<file path="src/rtl/serial_adder.sv">
// Multi-cycle adder/subtractor: DIGIT bits per clock, LSB slice first, one registered carry.
// DONE pulses N=WIDTH/DIGIT edges after the accepting edge; START is ignored while BUSY.
module serial_adder #(
  parameter int WIDTH = 8,
  parameter int DIGIT = 1
) (
  input  logic             C,
  input  logic             RN,
  input  logic             START,
  input  logic [WIDTH-1:0] A,
  input  logic [WIDTH-1:0] B,
  input  logic             CI,
  input  logic             SUB,
  output logic [WIDTH-1:0] S,
  output logic             CO,
  output logic             OV,
  output logic             BUSY,
  output logic             DONE
);

  localparam int N  = (DIGIT > 0) ? WIDTH / DIGIT : 1;
  localparam int CW = (N > 1) ? $clog2(N) : 1;
  localparam logic [CW-1:0] LAST = CW'(N - 1);

  if (WIDTH < 1 || DIGIT < 1 || (WIDTH % DIGIT) != 0) begin : g_bad_param
    $error("serial_adder: DIGIT must be >= 1 and divide WIDTH");
  end

  typedef enum logic [1:0] {
    ST_IDLE,
    ST_RUN,
    ST_DONE
  } state_t;

  state_t state, state_nxt;

  logic [WIDTH-1:0] a_sr;
  logic [WIDTH-1:0] b_sr;
  logic             carry;
  logic [CW-1:0]    cnt;

  logic             accept;
  logic             finish;
  logic [DIGIT-1:0] a_sl;
  logic [DIGIT-1:0] b_sl;
  logic [DIGIT:0]   slice_sum;
  logic             c_msb;
  logic [WIDTH-1:0] r_full;

  assign a_sl      = a_sr[DIGIT-1:0];
  assign b_sl      = b_sr[DIGIT-1:0];
  assign slice_sum = (DIGIT+1)'(a_sl) + (DIGIT+1)'(b_sl) + (DIGIT+1)'(carry);
  // Carry into the top bit of the slice; only meaningful on the last slice.
  assign c_msb     = a_sl[DIGIT-1] ^ b_sl[DIGIT-1] ^ slice_sum[DIGIT-1];

  assign BUSY = (state == ST_RUN);
  assign DONE = (state == ST_DONE);

  always_ff @(posedge C) begin
    if (!RN) begin
      state <= ST_IDLE;
    end else begin
      state <= state_nxt;
    end
  end

  always_comb begin
    state_nxt = state;
    accept    = 1'b0;
    finish    = 1'b0;
    case (state)
      ST_IDLE: begin
        if (START) begin
          accept    = 1'b1;
          state_nxt = ST_RUN;
        end
      end
      ST_RUN: begin
        if (cnt == LAST) begin
          finish    = 1'b1;
          state_nxt = ST_DONE;
        end
      end
      ST_DONE: begin
        if (START) begin
          accept    = 1'b1;
          state_nxt = ST_RUN;
        end else begin
          state_nxt = ST_IDLE;
        end
      end
      default: state_nxt = ST_IDLE;
    endcase
  end

  // Earlier slices accumulate in r_sr; the current slice is appended on top, so the
  // full result is available combinationally on the completing edge.
  if (N == 1) begin : g_single
    assign r_full = slice_sum[DIGIT-1:0];
  end else begin : g_multi
    logic [WIDTH-DIGIT-1:0] r_sr;

    assign r_full = {slice_sum[DIGIT-1:0], r_sr};

    always_ff @(posedge C) begin
      if (!RN) begin
        r_sr <= '0;
      end else if (state == ST_RUN) begin
        r_sr <= r_full[WIDTH-1:DIGIT];
      end
    end
  end

  always_ff @(posedge C) begin
    if (!RN) begin
      a_sr  <= '0;
      b_sr  <= '0;
      carry <= 1'b0;
      cnt   <= '0;
      S     <= '0;
      CO    <= 1'b0;
      OV    <= 1'b0;
    end else if (accept) begin
      a_sr  <= A;
      b_sr  <= B ^ {WIDTH{SUB}};
      carry <= CI;
      cnt   <= '0;
    end else if (state == ST_RUN) begin
      a_sr  <= a_sr >> DIGIT;
      b_sr  <= b_sr >> DIGIT;
      carry <= slice_sum[DIGIT];
      cnt   <= cnt + CW'(1);
      if (finish) begin
        S  <= r_full;
        CO <= slice_sum[DIGIT];
        OV <= c_msb ^ slice_sum[DIGIT];
      end
    end
  end

endmodule

</file>
<file path="config.mk">
export PLATFORM = sky130hd
export DESIGN_NAME = serial_adder
export DESIGN_NICKNAME = d
export VERILOG_FILES = /design/src/rtl/serial_adder.sv
export SDC_FILE = /design/constraint.sdc
export NUM_CORES = 1
export LEC_CHECK = 0
export ABC_CLOCK_PERIOD_IN_PS = 3400
export CORE_ASPECT_RATIO = 1.75
export CORE_UTILIZATION = 35
export DETAILED_ROUTE_END_ITERATION = 16
export DONT_BUFFER_PORTS = 1
export PLACE_DENSITY = 0.61
export SLEW_MARGIN = 40
export SYNTH_ARGS = -nofsm -noshare
export SYNTH_HDL_FRONTEND = slang
export SYNTH_SLANG_ARGS = --single-unit
</file>
<file path="constraint.sdc">
create_clock -name C -period 3.4 [get_ports C]
set_clock_uncertainty 0.2 [all_clocks]
set_input_delay 0.68 -clock C [delete_from_list [all_inputs] [get_ports C]]
set_output_delay 0.68 -clock C [all_outputs]
set_load 0.02 [all_outputs]
</file>
==> results of run 1 <==
## area by class of cell
class,count,area share
clock buffer,6,0.0417
inverter,1,0.00503
multi-input combinational,137,0.463
sequential,39,0.448
tap,52,0.0374
timing repair buffer,1,0.00431
## Yosys cell counts, drive strengths merged
cell / number
a22oi: 4
buf: 11
o221ai: 7
xor2: 8
inv: 1
a31oi: 4
a21oi: 3
nor2: 8
and3b: 1
nand2: 47
fa: 1
dfxtp: 39
a21boi: 22
nor2b: 2
xnor2: 4
o21ai: 6
nand3b: 1
and2: 2
nand3: 6
ha: 2
nor3: 7
nand2b: 2
clkbuf: 3
## worst min path at each step
stage | to | slack [ps] | cells after the start
after floorplan | cnt[1] | 240 | 2
after global placement | cnt[1] | 250 | 2
after detailed placement | cnt[1] | 260 | 2
after CTS | cnt[1] | 270 | 2
final | cnt[1] | 260 | 2
after global routing | cnt[1] | 280 | 2
## through the flow
step                      hold slack (ps)  power [mW]
final                                 263       0.870
after global routing                  280       0.912
after CTS                             266       0.886
after detailed placement              256       0.599
after global placement                245       0.597
after floorplan                       239       0.596
## worst max-delay path, delay by kind of cell (launching register included)
family / cells / cell delay, ps
simple gates: 1 / 170
flops: 1 / 440
buf+inv: 1 / 230
## power groups by stage
| stage | registers [mW] | clock network, mW | logic [mW] |
|---|---|---|---|
| floorplan | 0.500 | 0 | 0.0957 |
| global placement | 0.504 | 0 | 0.0932 |
| detailed placement | 0.505 | 0 | 0.0944 |
| CTS | 0.494 | 0.297 | 0.0947 |
| global route | 0.497 | 0.309 | 0.106 |
| finish | 0.494 | 0.283 | 0.0931 |
## cells in the final DEF, fill, tap and decap left out, types with 4 or more instances in the layout
cell / instances
clkbuf_8: 5
a31oi_1: 4
o221ai_1: 7
a22oi_1: 4
nor2_1: 8
nand2_1: 47
a21boi_0: 14
xor2_1: 8
xnor2_1: 4
dfxtp_1: 39
nand3_1: 6
o21ai_0: 6
a21boi_1: 8
nor3_1: 7
## flip-flops by register name (all words and copies together), names as in the netlist, 2 cells and up
register,flops
S,8
a_sr,8
state,2
b_sr,8
g_multi.r_sr,7
cnt,3
## layer usage
| layer | wire length (um) | vias to the layer above | track usage |
|---|---|---|---|
| li1 | - | 638 | - |
| met1 | 1350 | 569 | 0.154 |
| met2 | 1680 | 33 | 0.258 |
| met3 | 184 | 7 | 0.0485 |
| met4 | 68 | 0 | 0.0577 |
| met5 | 0 | - | 0 |
## cells by family (layout without fill, tap and decap cells)
family	after synthesis	count (layout)	synth area share
AO/OA/AOI/OAI	46	46	0.193
XOR/XNOR	12	12	0.0622
buffers and inverters	15	8	0.0615
flip-flops	39	39	0.462
AND/OR/NAND/NOR	76	76	0.194
adder cells (fa/ha/maj)	3	3	0.0267
==> out/metrics.yaml, run 1 <==
final_period_demand_of_the_worst_path_ps: 2010
final-instance-count-excl-fill: 236
max_freq_ghz: 0.497
worst_slew_pin_slew_ps: 518
critical_path.max_stage_delay_ps: 440
via_per_inst: 5.28
worstReg2RegStart: "a_sr[0]"
starting_density_of_the_core: 0.362
reg2reg_setup_slack_ps: 1760
placement_rows: 33
wl_per_cell_um: 13.9
setup.worst_path.start_class: "flip-flop"
critical_path_required_ps: 2520
register_area_sq_um: 781
wire_length_of_the_first_global_routing_pass_um: 5450
pwr-share-seq: 0.568
combinationalPowerShare: 0.107
timing.critical_path.to_type: "primary output"
place.gp.congestion: 0.690
synth.top_cells.by_area: "dfxtp_1 46%, nand2_1 10%, a21boi_0 6.2%, xor2_1 4.1%, o221ai_1 3.6%"
place.port_buffers: 0
remaining_drc_errors: 0
final_slew_viol_count: 0
antenna_violations_before_repair: 0
cts_sinks: 39
grt_setup_unrepaired: "false"
drt_iter0_markers: 38
final_core_utilization: 0.373
die_area_sq_mm: 0.00512
cts.path.max_buffers: 2
timing.max_cap.violations: 0
placed_cell_area_sq_mm: 0.00167
number_of_global_route_vias_before_repair: 1223
timing.hold.worst.start: "cnt[1]"
ys_seq_area_frac: 0.462
timing_worst_setup_path_type: "reg2out"
synth.ff_latch_count: 39
holdCritPathClass: "reg2reg"
net_count_of_the_mapped_netlist: 215
cts_hold_buffers: 0
netlist_instances: 191
layout-area-overhead-vs-synth_pct: 3.11
leakagePower_nw: 0.598
cts_htree_levels: 2
r2r.worst_path.cells: 4
insertion_delay_ps: 280
route.antenna.remaining_nets: 0
clk_transition_reported_paths_ps: 70
crit_path_start: "state[0]"
clockPowerShare: 0.325
post_synth_num_cell_types: 27
dieWidth_um: 54.5
stdcell_area_sq_mm: 0.00174
crit_path_end: "BUSY"
postCtsSetupBuffers: 0
crit_chain: "nand2b_1, inv_6"
outcome: "completed"
grt_start_max_net_pins: 38
cellPowerDensity_mw_per_mm2: 500
switching_share: 0.245
gr-usage-all-layers: 0.148
synth.cell_area_sq_mm: 0.00169
power.ir.vdd_worst_mv: 0.364
finalHoldViolations: 0
slew-limit-headroom: 0.653
globalRoute.totalOverflow: 0
cts_repair_resize_count: 0
share_of_the_clock_period_used_by_the_worst_path_after_layout: 0.592
post-place-ws_ps: 1440
floorplan.die.height_um: 93.9
critical_path_arrival_ps: 1130
crit-reg2reg-capture: "OV"
critical_path.max_fanout: 26
clock-root-buffer: "clkbuf_8"
timing.final.setup_violations: 0
io-pin-count: 33
tritoncts.num_buffers: 5
power.switching_mw: 0.213
fin_nets: 209
final.setup.worst_slack_ps: 1390
multiInputGateArea_sq_um: 807
p_int_mw: 0.657
number_of_search_and_repair_iterations_in_the_first_detailed_routing_pass: 4
worst_path_max_delay_cell: "dfxtp_1"
wl_um: 3280
dp_hpwl_um: 2200
syn_area_per_cell_sq_um: 8.84
dpl.cell_count: 230
post_route_cells_drive_above_1_share: 0.0489
cts_tree: "yes"
synth_warnings: 0
fin_setup_tns_ps: 0
yosys.area.top_type_share: 0.462
fill_cells: 492
route.vias.total: 1247
synth_top_area_cell: "dfxtp_1"
core_region_area_sq_mm: 0.00467
insertedDiodeCount: 0
(Power assumes the default switching activity.)
==> run 2: changes to the inputs <==
--- a/config.mk
+++ b/config.mk
@@ -5,12 +5,12 @@
 export SDC_FILE = /design/constraint.sdc
 export NUM_CORES = 1
 export LEC_CHECK = 0
-export ABC_CLOCK_PERIOD_IN_PS = 3400
+export ABC_CLOCK_PERIOD_IN_PS = 1800
 export CORE_ASPECT_RATIO = 1.75
 export CORE_UTILIZATION = 35
 export DETAILED_ROUTE_END_ITERATION = 16
 export DONT_BUFFER_PORTS = 1
-export PLACE_DENSITY = 0.61
+export PLACE_DENSITY = 0.63
 export SLEW_MARGIN = 40
 export SYNTH_ARGS = -nofsm -noshare
 export SYNTH_HDL_FRONTEND = slang
==> constraint.sdc (replaced) <==
create_clock -name C -period 1.8 [get_ports C]
set_clock_uncertainty 0.2 [all_clocks]
set_input_delay 0.36 -clock C [delete_from_list [all_inputs] [get_ports C]]
set_output_delay 0.36 -clock C [all_outputs]
set_load 0.02 [all_outputs]
==> out/metrics.yaml, run 2 (synthesis gave the netlist of run 1 again) <==
starting_density_of_the_core: 0.362  # unchanged
cts_sinks: 39  # unchanged
post_route_cells_drive_above_1_share: 0.0789  # +0.0300
remaining_drc_errors: 0  # unchanged
share_of_the_clock_period_used_by_the_worst_path_after_layout: 0.958
critical-path-top-delay-family: "flip-flops"
detail_route.wirelength.met1_um: 1330  # -1.2%
clock-root-buffer: "clkbuf_8"
antenna_violations_before_repair: 0  # unchanged
worst_slew_pin_slew_ps: 446  # -72.0 ps
final_slew_viol_count: 0  # unchanged
pwr-share-seq: 0.543  # -0.025
holdCritPathClass: "in2reg"
cts.path.max_buffers: 2  # unchanged
globalRoute.totalOverflow: 0  # unchanged
power.ir.vdd_worst_mv: 0.655  # +80%
gr-usage-all-layers: 0.144  # -0.00314
place.gp.congestion: 0.689  # -0.19%
final.hold.worst_slack_ps: 14.4  # -248 ps
number_of_search_and_repair_iterations_in_the_first_detailed_routing_pass: 4  # unchanged
die_area_sq_mm: 0.00512  # unchanged
final_period_demand_of_the_worst_path_ps: 1720
leakagePower_nw: 0.629  # +5.2%
timing_worst_setup_path_type: "reg2out"
placement_rows: 33  # unchanged
cts_tree: "yes"
combinationalPowerShare: 0.112  # +0.005
critical_path_arrival_ps: 1160  # +30 ps
fin_nets: 214  # +2.4%
cts_htree_levels: 2  # unchanged
floorplan.die.height_um: 93.9  # unchanged
finalHoldViolations: 0  # unchanged
wl_per_cell_um: 13.5  # -3.0%
route.vias.total: 1298  # +4.1%
critical_path.max_stage_delay_ps: 420  # -20 ps
worst_path_max_delay_cell: "dfxtp_1"
dieWidth_um: 54.5  # unchanged
io-pin-count: 33  # unchanged
layout-area-overhead-vs-synth_pct: 6.30
grt_start_max_net_pins: 37  # -2.6%
place.port_buffers: 0  # unchanged
path_buf_inv: 1  # unchanged
power.switching_mw: 0.422  # +98%
fin_setup_tns_ps: 0  # unchanged
reg.largest.list: "S (8), a_sr (8), b_sr (8)"
p_int_mw: 1.29  # +97%
max_freq_ghz: 0.580
dp_hpwl_um: 2190  # -0.41%
timing.max_cap.violations: 0  # unchanged
top_signal_layer_used: "met4"
insertedDiodeCount: 0  # unchanged
route.antenna.remaining_nets: 0  # unchanged
wl_met3_um: 207  # +13%
core_region_area_sq_mm: 0.00467  # unchanged
critical_path_required_ps: 1240  # -1280 ps
mostFrequentLayoutCells: "47 x nand2_1, 39 x dfxtp_1, 14 x a21boi_0"
outcome: "completed"
switching_share: 0.246  # +0.00100
insertion_delay_ps: 290  # about the same
number_of_global_route_vias_before_repair: 1211  # -0.98%
grt_setup_unrepaired: "false"
drt_iter0_markers: 36  # -5.3%
via_per_inst: 5.36  # +1.5%
wire_length_of_the_first_global_routing_pass_um: 5360  # -1.7%
slew-limit-headroom: 0.702  # +0.0489
crit_chain: "nand2b_1, inv_6"
most_common_library_cell_in_the_layout_ignoring_fill_and_taps: "nand2_1"
clockPowerShare: 0.345  # +0.020
timing.critical_path.to_type: "primary output"
setup.worst_path.start_class: "flip-flop"
cellPowerDensity_mw_per_mm2: 955  # +91%
clk_transition_reported_paths_ps: 70  # about the same
wl_um: 3260  # -0.58%
critical_path.max_fanout: 26  # unchanged
routed-wl-met2_um: 1640  # -1.9%
tritoncts.num_buffers: 5  # unchanged
timing.final.setup_violations: 0  # unchanged
## run 2: changes by cell type in the layout (fill, tap and decap cells not counted), sizes merged
cell / delta
clkinv: +1
dlygate4sd3: +1
buf: +4
## run 2: worst register-to-register path, stage by stage, from the launching register on
cell and delay, ps:
dfxtp_1 350, fa_1 610, xnor2_1 150, xnor2_1 150, a21oi_1 80
## run 2: layout make-up
class                           instances  area (sq um)
Tap cell                               52          65.1
Fill cell                             499          2870
Inverter                                1          8.76
Multi-Input combinational cell        137           806
Sequential cell                        39           781
Clock buffer                            6          82.6
Timing Repair Buffer                    6          47.5
Clock inverter                          1          5.00
## run 2: worst paths after layout
kind	cells past startpoint	endpoint	slack, ps	from
max reg2reg	4	OV	150	a_sr[0]
min	2	b_sr[2]	10	RN
min reg2reg	2	cnt[1]	260	cnt[1]
max	2	BUSY	80	state[0]
## run 2: metrics by stage
step | power, mW | cells | setup WS, ps | cell area [sq um] | utilization
after floorplan | 1.12 | 191 | 241 | 1690 | -
after global placement | 1.14 | 234 | 201 | 1700 | 0.364
after detailed placement | 1.14 | 234 | 146 | 1700 | 0.364
after CTS | 1.73 | 242 | 79.5 | 1790 | 0.385
after global routing | 1.79 | 242 | 4.16 | 1800 | 0.385
final | 1.71 | 242 | 76.2 | 1800 | 0.385
## run 2: timing repair
item                                    4_1_cts  5_1_grt
buffers inserted                              0        0
gates resized for setup                       0        1
endpoints found under the setup margin        0        2
hold buffers                                  1        0
endpoints found under the hold margin         2        0
## run 2: power groups by stage
| stage | registers [mW] | clock network (mW) | logic, mW |
|---|---|---|---|
| final | 0.931 | 0.592 | 0.192 |
| after global routing | 0.936 | 0.641 | 0.214 |
| after CTS | 0.930 | 0.603 | 0.195 |
| after detailed placement | 0.950 | 0 | 0.192 |
| after global placement | 0.950 | 0 | 0.187 |
| after floorplan | 0.944 | 0 | 0.181 |
## run 2: per-layer routing
layer,up-vias,global-route usage
met2,34,0.235
met1,609,0.160
met4,0,0.0769
met5,-,0
li1,647,-
met3,8,0.0453
==> patch 1, RTL diff (settings of run 1) <==
Put a register stage on the outputs `BUSY` and `DONE`. The values now appear one clock later. The other outputs are not delayed to match.
--- a/src/rtl/serial_adder.sv
+++ b/src/rtl/serial_adder.sv
@@ -53,8 +53,10 @@
   // Carry into the top bit of the slice; only meaningful on the last slice.
   assign c_msb     = a_sl[DIGIT-1] ^ b_sl[DIGIT-1] ^ slice_sum[DIGIT-1];
 
-  assign BUSY = (state == ST_RUN);
-  assign DONE = (state == ST_DONE);
+  always_ff @(posedge C) begin
+    BUSY <= (state == ST_RUN);
+    DONE <= (state == ST_DONE);
+  end
 
   always_ff @(posedge C) begin
     if (!RN) begin
Formal check against the unedited RTL: not equivalent (a bounded check fails within 4 cycles, from zero or initial values).
==> patch 1 against run 1 <==
  * Worst setup slack improved by 230 ps
  * Routed wire length fell by 2.7%
  * Maximum frequency rose by 13%
  * Critical path depth rose by 2
  * Register-to-register slack got worse by 150 ps
  * Total power rose by 11%
  * Sequential cell count rose by 2
  * Area after synthesis rose by 1.7%
  * Cell area rose by 3.3%
==> patch 1: results (changes against run 1) <==
| Metric | Value |
|---|---|
| Post CTS Setup Buffer Count | 0 (unchanged) |
| Synth async-reset ratio | 0% (unchanged) |
| GRT Total Usage | 14.2% (was 14.8%) |
| Max incr delay on CP | 530 ps (was 440 ps) |
| Max VDD drop | 309 uV (was 364 uV) |
| Ratio of cells with drive above 1 in the final layout | 5.38% (was 4.89%) |
| Top sig layer | met4 (unchanged) |
| Slew margin rel. | 50.9% (was 65.3%) |
| Placer Congestion | 0.693 (was 0.690) |
| Pre-CTS WS | 1530 ps (was 1440 ps) |
| Lkg Pwr | 0.630 nW (was 0.598 nW) |
| Seq/Total Area, Yosys | 47.8% (was 46.2%) |
| Worst setup path endpoint | state[0] (was BUSY) |
| Met2 WL | 1.57 mm (was 1.68 mm) |
| Met3 Wirelength | 187 um (was 184 um) |
| Reg2reg path depth | 4 (unchanged) |
| Minimum clock period | 1790 ps (was 2010 ps) |
| Int Pwr | 0.000730 W (was 0.000657 W) |
| Comb power frac | 9.7% (was 10.7%) |
| Worst-Skew Late Latency | 290 ps |
| Synth top cells by count | nand2_1 (43), dfxtp_1 (41), a21boi_0 (16), nor2_1 (12) (was nand2_1 (47), dfxtp_1 (39), a21boi_0 (14)) |
| DRT iter0 DRCs | 14 (was 38) |
| Sw frac | 24.3% (was 24.5%) |
| Max Root-Sink Buffers | 2 (unchanged) |
| CP max stage cell | nand2b_1 (was dfxtp_1) |
| DRC Markers | 0 (unchanged) |
| Post-CTS resize count | 0 (unchanged) |
| Cell family with most CP delay | simple AND/OR/NAND/NOR gates (was flip-flops) |
| Clock-pin slew on the worst setup and hold paths | 80 ps |
| First-pass GRT wire length | 5.33 mm (was 5.45 mm) |
| Biggest regs | S (8), a_sr (8), b_sr (8) (unchanged) |
| Final instance count without filler cells | 238 (was 236) |
| Post-DP Area | 1700 um^2 (was 1670 um^2) |
| Crit Path Max Fanout | 15 (was 26) |
| Outcome | complete, no violations (unchanged) |
| Critical R2R Launch | state[1] (was a_sr[0]) |
| Flop pwr share | 54.0% (was 56.8%) |
| Final hold slack | 264 ps (was 263 ps) |
| R2r setup slk | 1610 ps (was 1760 ps) |
| Top cells by area, synth | dfxtp_1 (48%), nand2_1 (9.4%), a21boi_0 (7.0%) (was dfxtp_1 (46%), nand2_1 (10%), a21boi_0 (6.2%)) |
| Hpwl dp | 2.15 mm (was 2.20 mm) |
| Worst Hold Class | flip-flop to flip-flop (unchanged) |
| Pre-antenna DRT Iters | 4 (unchanged) |
| Vias per cell | 5.18 (was 5.28) |
| Post-Route WL | 3.19 mm (was 3.28 mm) |
| Data arrival, critical path | 1780 ps (was 1130 ps) |
| M1 wire length | 1.38 mm (was 1.35 mm) |
| Endpoint, Worst Hold | cnt[1] (unchanged) |
| Initial antenna violation count | 0 (unchanged) |
## patch 1: logic make-up after synthesis
kind of cell             share of synthesized area, %
AO/OA/AOI/OAI                                    18.0
XOR/XNOR                                         6.12
adder cells (fa/ha/maj)                          2.62
buffers and inverters                            5.90
flip-flops                                       47.8
AND/OR/NAND/NOR                                  19.6
## patch 1: layout make-up
type / instances / area [um^2]
Clock buffer: 7 / 96.3
Clock inverter: 1 / 5.00
Fill cell: 513 / 2910
Inverter: 1 / 8.76
Multi-Input combinational cell: 135 / 796
Sequential cell: 41 / 821
Tap cell: 52 / 65.1
Timing Repair Buffer: 1 / 7.51
## patch 1: tightest hold or removal path: stages, from the launching register on
cell and delay, ps:
dfxtp_1 320, nand2_1 50, a21oi_1 50
## patch 1: per-layer routing
layer / up-vias / global-route usage [%]
met4: 0 / 6.25
met5: - / 0
met2: 31 / 22.1
met3: 5 / 5.15
met1: 562 / 17.0
li1: 636 / -
==> patch 2, RTL diff (config.mk and constraints of run 1) <==
Without the edit above. `WIDTH`: 8 -> 16.
--- a/src/rtl/serial_adder.sv
+++ b/src/rtl/serial_adder.sv
@@ -1,7 +1,7 @@
 // Multi-cycle adder/subtractor: DIGIT bits per clock, LSB slice first, one registered carry.
 // DONE pulses N=WIDTH/DIGIT edges after the accepting edge; START is ignored while BUSY.
 module serial_adder #(
-  parameter int WIDTH = 8,
+  parameter int WIDTH = 16,
   parameter int DIGIT = 1
 ) (
   input  logic             C,
Ports: changed (resized A, B and S); port bits go from 33 to 57. The function was not compared with the original's and may differ.
==> patch 2 against run 1 <==
  * Routed wire length rose by 95%
  * Cell area rose by 93%
  * Count of clock-buffer cells in the layout rose by 7
  * Total power rose by 140%
  * First-iteration DRC count rose to 3.6 times the old value
  * Sequential power rose by 84%
  * Area after synthesis rose by 83%
  * Via count rose by 92%
  * Synthesized cell count rose by 86%
  * Sequential cell count rose by 33
  * Non-clock buffer count rose by 3
  * Worst setup slack got worse by 150 ps
  * Largest power group is now the clock network
  * Highest routed layer unchanged
==> patch 2: results (changes against run 1) <==
| Metric | Value |
|---|---|
| WHS Path Cells | 2 (unchanged) |
| Hold Crit Start | g_multi.r_sr[0] (was cnt[1]) |
| Max Root-Sink Buffers | 2 (unchanged) |
| Outcome | complete, no violations (unchanged) |
| CP Launch Point | state[0] (unchanged) |
| Placer Congestion | 0.785 (was 0.690) |
| Largest net degree at the start of global routing | 71 (was 38) |
| Dominant synthesized flop cell | dfxtp_1 (unchanged) |
| Vias per cell | 5.22 (was 5.28) |
| Worst Hold Class | flip-flop to flip-flop (unchanged) |
| Critical R2R Launch | cnt[0] (was a_sr[0]) |
| Diode count | 0 (unchanged) |
| Lkg Pwr | 1.12 nW (was 0.598 nW) |
| R2R Path End | OV (unchanged) |
| GRT Total Usage | 15.0% (was 14.8%) |
| Top cells by area, synth | dfxtp_1 (47%), a21oi_1 (6.8%), nand2_1 (6.1%) (was dfxtp_1 (46%), nand2_1 (10%), a21boi_0 (6.2%)) |
| Clock-pin slew on the worst setup and hold paths | 50 ps (was 70 ps) |
| Num CTS Buffers | 9 (was 5) |
| Yosys warnings | 0 (unchanged) |
| DR WL/cell | 13.9 um (about the same) |
| Worst-Skew Late Latency | 320 ps (was 280 ps) |
| DRT iter0 DRCs | 138 (was 38) |
| Max VDD drop | 357 uV (was 364 uV) |
| Data arrival, critical path | 1280 ps (was 1130 ps) |
| First-pass GRT wire length | 10.7 mm (was 5.45 mm) |
| Post-placement cell count | 442 (was 230) |
| Syn_nets | 395 (was 215) |
| R2r setup slk | 1480 ps (was 1760 ps) |
| Biggest regs | S (16), a_sr (16), b_sr (16) (was S (8), a_sr (8), b_sr (8)) |
| Root Buffer | clkbuf_16 (was clkbuf_8) |
| Ratio of cells with drive above 1 in the final layout | 9.68% (was 4.89%) |
| Vias in the first global route | 2220 (was 1223) |
| Pre-antenna DRT Iters | 6 (was 4) |
| Crit Path Max Fanout | 70 (was 26) |
| Final instance count without filler cells | 458 (was 236) |
| I/O Buffers | 0 (unchanged) |
| Hpwl dp | 3.98 mm (was 2.20 mm) |
| H-Tree Level Count | 3 (was 2) |
| Seq/Total Area, Yosys | 46.7% (was 46.2%) |
| Switching power | 0.000483 W (was 0.000213 W) |
| Endpoint, Worst Hold | S[0] (was cnt[1]) |
| Max incr delay on CP | 440 ps (about the same) |
| Slew margin rel. | 52.4% (was 65.3%) |
| Synth top cells by count | dfxtp_1 (72), nand2_1 (50), a21oi_1 (42), nor3_1 (37), nand3_1 (25) (was nand2_1 (47), dfxtp_1 (39), a21boi_0 (14)) |
| Cells after Synth | 356 (was 191) |
| Nets | 375 (was 209) |
==> patch 2: per-layer routing <==
metal	routed length, um	up-vias	track usage (%)
li1	-	1207	-
met4	155	0	7.04
met2	3150	44	23.3
met3	343	11	4.88
met1	2740	1128	18.5
met5	0	-	0
==> patch 2: worst max-delay path, delay by kind of cell (launching register included) <==
| family | cells | cell delay [ps] |
|---|---|---|
| buffers and inverters | 1 | 380 |
| DFF | 1 | 440 |
| and+or+nand+nor | 1 | 120 |
==> patch 2: power by group through the flow <==
stage	Sequential, W	Combinational, W	Clock [W]
floorplan	0.000923	0.000195	0
finish	0.000911	0.000201	0.000941
detailed placement	0.000928	0.000203	0
global route	0.000917	0.000226	0.000997
CTS	0.000911	0.000204	0.000962
global placement	0.000928	0.000199	0
==> patch 2: logic make-up after synthesis <==
family / synth area share (%)
and+or+nand+nor: 19.3
adders and majority gates: 1.05
muxes: 0.324
buffers and inverters: 7.70
AOI/OAI and AO/OA: 19.0
DFF: 46.7
xor gates and xnor gates: 5.96
==> patch 2: final cells by class <==
cell class,count,area [um^2]
fill,863,5260
sequential,72,1440
multi-input combinational,247,1420
clock buffer,13,260
tap,117,146
clock inverter,3,40.0
timing repair buffer,4,30.0
inverter,2,12.5
==> patch 2: through the flow <==
| stage | util (%) | instance area [um^2] | setup slack [ps] | hold WS (ps) |
|---|---|---|---|---|
| final | 38.9 | 3350 | 1240 | 258 |
| after global routing | 38.9 | 3350 | 1120 | 278 |
| after CTS | 38.8 | 3340 | 1270 | 260 |
| after detailed placement | 35.3 | 3040 | 1250 | 252 |
| after global placement | 35.3 | 3040 | 1290 | 246 |
| after floorplan | - | 3090 | 1700 | 237 |
